## src/rtl/serial_frame_receiver_if.sv

```systemverilog
// Signal bundle between a serial frame receiver and the logic around it:
// the serial line, the received-word handshake and the status flags.
interface serial_frame_receiver_if #(
    parameter int N = 4
);
    logic         SI;
    logic [N-1:0] Q;
    logic         valid;
    logic         ready;
    logic         busy;
    logic         parity_err;
    logic         frame_err;
    logic         overrun;

    // Line driver / word consumer side
    modport master (
        output SI,
        output ready,
        input  Q,
        input  valid,
        input  busy,
        input  parity_err,
        input  frame_err,
        input  overrun
    );

    // Receiver side
    modport slave (
        input  SI,
        input  ready,
        output Q,
        output valid,
        output busy,
        output parity_err,
        output frame_err,
        output overrun
    );
endinterface

```

## src/rtl/serial_frame_receiver.sv

```systemverilog
// Serial frame receiver: start bit 0, N data bits LSB first, even parity,
// stop bit 1. Good words land in a single output register with a
// valid/ready handshake. Bad frames are dropped with a one-cycle error pulse.
// A good word that finds the register occupied sets a sticky overrun flag.
module serial_frame_receiver #(
    parameter int N = 4
) (
    input  logic                   clk,
    input  logic                   rst_n,
    serial_frame_receiver_if.slave sfr
);
    localparam int CW = $clog2(N);

    typedef enum logic [1:0] {
        IDLE,
        DATA,
        PARITY,
        STOP
    } state_t;

    state_t        state;
    state_t        state_nx;
    logic [CW-1:0] cnt;
    logic [N-1:0]  shreg;
    logic          par_bit;
    logic [N-1:0]  q_reg;
    logic          valid_reg;
    logic          parity_err_reg;
    logic          frame_err_reg;
    logic          overrun_reg;

    logic          take;
    logic          par_ok;
    logic          stop_good;
    logic          out_free;

    // Handshake and frame-check terms used by the output register.
    always_comb begin
        take      = valid_reg && sfr.ready;
        par_ok    = (par_bit == ^shreg);
        stop_good = (state == STOP) && sfr.SI && par_ok;
        out_free  = !valid_reg || sfr.ready;
    end

    // State register.
    always_ff @(posedge clk or negedge rst_n) begin
        if (!rst_n) begin
            state <= IDLE;
        end else begin
            state <= state_nx;
        end
    end

    // Next-state logic. STOP always returns to IDLE, so a 0 stop bit is
    // never mistaken for the next start bit.
    always_comb begin
        state_nx = state;
        unique case (state)
            IDLE:    if (!sfr.SI) state_nx = DATA;
            DATA:    if (cnt == CW'(N - 1)) state_nx = PARITY;
            PARITY:  state_nx = STOP;
            STOP:    state_nx = IDLE;
            default: state_nx = IDLE;
        endcase
    end

    // Bit counter, data shift register and captured parity bit.
    always_ff @(posedge clk or negedge rst_n) begin
        if (!rst_n) begin
            cnt     <= '0;
            shreg   <= '0;
            par_bit <= 1'b0;
        end else begin
            unique case (state)
                IDLE: begin
                    if (!sfr.SI) cnt <= '0;
                end
                DATA: begin
                    // LSB arrives first, so after N shifts it sits in bit 0.
                    shreg <= {sfr.SI, shreg[N-1:1]};
                    cnt   <= cnt + CW'(1);
                end
                PARITY: begin
                    par_bit <= sfr.SI;
                end
                default: begin
                end
            endcase
        end
    end

    // Error pulses: a missing stop bit outranks a parity mismatch.
    always_ff @(posedge clk or negedge rst_n) begin
        if (!rst_n) begin
            parity_err_reg <= 1'b0;
            frame_err_reg  <= 1'b0;
        end else begin
            parity_err_reg <= 1'b0;
            frame_err_reg  <= 1'b0;
            if (state == STOP) begin
                if (!sfr.SI) begin
                    frame_err_reg <= 1'b1;
                end else if (!par_ok) begin
                    parity_err_reg <= 1'b1;
                end
            end
        end
    end

    // Output register and handshake. A word consumed on the same edge a new
    // good word arrives is replaced directly and valid stays high.
    always_ff @(posedge clk or negedge rst_n) begin
        if (!rst_n) begin
            q_reg       <= '0;
            valid_reg   <= 1'b0;
            overrun_reg <= 1'b0;
        end else begin
            if (stop_good) begin
                if (out_free) begin
                    q_reg     <= shreg;
                    valid_reg <= 1'b1;
                end else begin
                    overrun_reg <= 1'b1;
                end
            end else if (take) begin
                valid_reg <= 1'b0;
            end
        end
    end

    assign sfr.Q          = q_reg;
    assign sfr.valid      = valid_reg;
    assign sfr.busy       = (state != IDLE);
    assign sfr.parity_err = parity_err_reg;
    assign sfr.frame_err  = frame_err_reg;
    assign sfr.overrun    = overrun_reg;

endmodule
```

## src/flat_wrapper.sv

```systemverilog
// flat-port wrapper written by rule: the top's interface ports become plain ports
module serial_frame_receiver_flat 
#(
    parameter int N = 4
)
  (clk, rst_n, sfr_SI, sfr_ready, sfr_Q, sfr_valid, sfr_busy, sfr_parity_err, sfr_frame_err, sfr_overrun);
  serial_frame_receiver_if #(.N(N)) sfr_i ();
  input  logic clk;
  input  logic rst_n;
  input wire logic [$bits(sfr_i.SI)-1:0] sfr_SI;
  input wire logic [$bits(sfr_i.ready)-1:0] sfr_ready;
  output wire logic [$bits(sfr_i.Q)-1:0] sfr_Q;
  output wire logic [$bits(sfr_i.valid)-1:0] sfr_valid;
  output wire logic [$bits(sfr_i.busy)-1:0] sfr_busy;
  output wire logic [$bits(sfr_i.parity_err)-1:0] sfr_parity_err;
  output wire logic [$bits(sfr_i.frame_err)-1:0] sfr_frame_err;
  output wire logic [$bits(sfr_i.overrun)-1:0] sfr_overrun;
  assign sfr_i.SI = sfr_SI;
  assign sfr_i.ready = sfr_ready;
  assign sfr_Q = sfr_i.Q;
  assign sfr_valid = sfr_i.valid;
  assign sfr_busy = sfr_i.busy;
  assign sfr_parity_err = sfr_i.parity_err;
  assign sfr_frame_err = sfr_i.frame_err;
  assign sfr_overrun = sfr_i.overrun;
  serial_frame_receiver #(.N(N)) u_core (.clk(clk), .rst_n(rst_n), .sfr(sfr_i));
endmodule
```

## config.mk

```make
export PLATFORM = sky130hd
export DESIGN_NAME = serial_frame_receiver_flat
export DESIGN_NICKNAME = d
export VERILOG_FILES = /design/src/rtl/serial_frame_receiver_if.sv /design/src/rtl/serial_frame_receiver.sv /design/src/flat_wrapper.sv
export SDC_FILE = /design/constraint.sdc
export NUM_CORES = 1
export LEC_CHECK = 0
export ABC_AREA = 1
export BUFFER_PORTS_ARGS = -buffer_cell sky130_fd_sc_hd__clkbuf_2
export CAP_MARGIN = 40
export CORE_AREA = 2 2 49 51
export CTS_CLUSTER_DIAMETER = 30
export DETAILED_ROUTE_END_ITERATION = 10
export DIE_AREA = 0 0 51 53
export SYNTH_ARGS = -nofsm -noshare
export SYNTH_HDL_FRONTEND = slang
export SYNTH_SLANG_ARGS = --single-unit
```

## constraint.sdc

```tcl
create_clock -name clk -period 2 [get_ports clk]
set_input_delay 0.1 -clock clk [delete_from_list [all_inputs] [get_ports clk]]
set_output_delay 0.1 -clock clk [all_outputs]
set_load 0.05 [all_outputs]
```

[Word-level counts from Yosys, hierarchy flattened]
Cells that the tools add are included.
Operators by class
  $add $sub $neg: 1
  equal/unequal tests: 8
  multiplexer cells: 13
  bitwise logic cells: 1
  reductions and logical operators: 15
Operators with widths (count)
  $reduce_and A2 Y1: 5
  $mux W1: 8
  $pmux W2 S4: 1
  $eq A2 B2 Y1 const B: 3
  $mux W2: 3
  $reduce_bool A2 Y1: 3
  $ne A2 B2 Y1 const B: 2
  $pmux W2 S2: 1
  $reduce_xor A4 Y1: 1
  $logic_and A1 B1 Y1: 3
  $add A2 B1 Y2 const B: 1
  $eq A2 B1 Y1 const B: 1
  $logic_not A2 Y1: 1
  $ne A2 B1 Y1 const B: 1
  $eq A1 B1 Y1: 1
  $logic_not A1 Y1: 1
  $logic_or A1 B1 Y1: 1
  $not A1 Y1: 1
Storage, ports and cells
  register bits after elaboration: 17
  output and inout port bits: 9
  word-level logic and storage cells: 47

[Longest topological paths before layout]
  depth after elaboration: 5
  mapped depth: 9

[Worst setup path before layout]
OpenSTA, ideal clock, no wires.
  kind: reg2reg
  from: reg u_core.state[1]
  to: reg u_core.state[0]
  data arrival time: 1.155 ns
  path slack: 0.716 ns
  cell stages (with the launch flop): 9
  buffers on the path: 1
  path through: dfrtp_1 -> inv_1 -> ha_1 -> buf_2 -> inv_1 -> o21ai_0 -> inv_1 -> o21ai_0 -> o21ai_0
On the way
  longest elaborated chain between the ends: 3
  elaborated cells between the ends (all ways): 8
RTL lines
  start: declaration: RTL line serial_frame_receiver.sv:21  | state_t state;
  start signal: assignment: RTL line serial_frame_receiver.sv:50  | state <= state_nx;
  $eq A2 B1 Y1 / $logic_not A2 Y1 (equally long branches): RTL line serial_frame_receiver.sv:58  | unique case (state)
  $ne A2 B1 Y1 (no source line) / $ne A2 B2 Y1 (equally long branches)
  $reduce_and A2 Y1 (no source line)
Several ways; a longest one is shown, not always the timed one.
A chain may end at the register's enable or synchronous reset.

[Worst setup path after layout]
Same ends and word-level chain as after synthesis.

==> metrics.cfg <==
[run_status]
outcome=finished, final reports clean

[pwr]
pwr-share-comb_pct=53.1
p_switching_uw=825
vdd_drop_max_mv=0.670
leakage_uw=0.000513
powerDensity_nw_per_um2=1750
power_frac_seq_pct=35.7
switching_share_pct=50.3
power.internal_uw=813
clockPowerShare_pct=11.3

[timing]
fin_crit_ns=1.47
rsz0062_at_grt=no
fin_ws_ns=0.531
hold_viol_final=0
setup_viol=0
fmax_ghz=0.681
timing.hold.ws_ns=0.0316
relSlewSlack_pct=72.2
finalClockSkew_ns=0.00568
maxSlewViolCount=0
fin_crit_sh_pct=73.4
finalSetupTns_ns=0
tightestPinTransition_ns=0.417

[yosys]
ys_types=16
yosys_warnings=0
synth_top_cell_area_share_pct=52.5
syn_nets=99
ys_top_cells_by_area=dfrtp_1 (52%), nand2_1 (12%), ha_1 (7.7%)
synth-seq-cells=17
yosysSeqAreaShare_pct=52.5
syn_inst=90
syn_avg_cell_area_um2=9.01
synth_top_area_cell=dfrtp_1
synth_area_um2=811

[detailed_routing]
first_pass_iters=3
vias=611
ant_nets=0
wl_um=1330
drt_iter0_markers=2
drc_errors=0
routedWlPerCell_um=9.90
via_per_inst=4.56

[floorplanning]
die_h_um=53
die_x_um=51
io_pins=13
start_util_pct=37.7
fp-row-count=17
core_um2=2150
die-area_um2=2700

[clock_tree]
cts-root-buf=clkbuf_4
cts_hold_buf=1
numCtsBuffers=3
clk_pin_slew_worst_paths_ns=0.10
cts_tree=yes
clock_path_buffers=2
cts_resized=0
cts.sinks=17
clock_latency_ns=0.29
cts_setup_buffers=0
h-tree-depth=1

[place]
gp_congestion=0.690
io_buffers=12
dp_slack_ns=0.561
hpwl_um=1020

[global_routing]
grt_util_all_layers_pct=12.5
antenna_found_initial=0
grt_pass1_wl_um=2450
grt_start_max_net_pins=18
grt_pass1_vias=596
overflow=0

[final_layout]
antenna_cells=0
drive_gt1_share_pct=19.8
nNetsFinal=116
area_growth_pct=15.7

[hold_path]
min_from=sfr_SI
min_to=u_core.sfr.frame_err
hold_path_class=input pin to flop
whs_path_depth=2

[critical_path]
worstPathRequired_ns=2.17
slowest_delay_ns=0.41
critPathSlowestCell=dfrtp_1
crit_chain=inv_1, ha_1, inv_1, o21ai_0, inv_1, o21ai_0, o21ai_0
r2r_setup_slack_ns=0.53
critical_path.startpoint_type=flop
endpoint_kind=flop
rr_startpoint=u_core.state[1]
crit_arrival_ns=1.64
r2r_cells=7
r2r-end=u_core.state[0]
startpoint=u_core.state[1]
worst-setup-path-type=flop to flop
cp_max_fo=9

[run]
drv_cap=0

cells in the final DEF (no fill, tap or decap):
master,count
nand2_1,26
nand4_1,4
o21ai_0,9
inv_1,12
ha_1,5
o21bai_2,1
nor2_1,2
dfrtp_1,17
clkinv_2,1
nand4_2,1
a21oi_1,2
clkbuf_2,12
nand3_1,4
nand2_2,3
clkbuf_4,3
xor2_1,1
xnor2_1,1
o21a_1,1
dlygate4sd3_1,1
worst max-delay path: cells and delay by family (launching register included):
kind / cells / cell delay [ns]
AO/OA/AOI/OAI: 3 / 0.32
adder cells (fa/ha/maj): 1 / 0.31
flip-flops: 1 / 0.41
buffers and inverters: 3 / 0.31
power groups by stage:
stage	registers [uW]	logic (uW)	clock network (uW)
after floorplan	766	521	0
after detailed placement	594	874	0
final	584	869	184
after CTS	587	878	191
after global placement	588	861	0
after global routing	604	999	206
through the flow:
stage	util, %	power (uW)	cells	cell area [um2]
3_3_place_gp	41.9	1450	129	901
6_report	43.7	1640	134	938
3_5_place_dp	41.9	1470	129	901
5_1_grt	43.7	1810	134	938
2_1_floorplan	-	1290	90	811
4_1_cts	43.7	1660	134	938
Yosys cell counts, drive strengths merged:
| master | instances |
|---|---|
| nand2 | 29 |
| ha | 5 |
| nor2 | 2 |
| o21a | 1 |
| a21oi | 2 |
| buf | 1 |
| xnor2 | 1 |
| nand4 | 5 |
| dfrtp | 17 |
| o21bai | 1 |
| inv | 12 |
| o21ai | 9 |
| xor2 | 1 |
| nand3 | 4 |
how the worst max path moves through the flow:
stage,cells past startpoint,to
final,7,u_core.state[0]
after global routing,7,u_core.state[0]
after CTS,7,u_core.state[0]
after detailed placement,7,u_core.state[0]
after global placement,7,u_core.state[0]
after floorplan,8,u_core.state[0]
routing by layer:
layer / vias to the layer above / part of all wire [%] / global-route usage (%)
li1: 319 / - / -
met1: 283 / 47 / 14.9
met2: 7 / 49 / 21.2
met3: 2 / 2.8 / 2.54
met4: 0 / 0.68 / 6.76
met5: - / 0 / 0
logic make-up (layout without fill, tap and decap cells):
family,Yosys count,in the layout,synth area share (%)
compound gates,13,13,9.10
xor+xnor,2,2,2.16
fa+ha+maj,5,5,7.72
buf+inv,13,29,6.17
flops,17,17,52.5
simple gates,40,40,22.4
cell type report:
type,instances,area [um2]
Clock inverter,1,5.00
Timing Repair Buffer,13,70.1
Tap cell,28,35.0
Sequential cell,17,425
Fill cell,215,1210
Clock buffer,3,22.5
Inverter,12,45.0
Multi-Input combinational cell,60,335
Power figures use the tool's default switching activity.
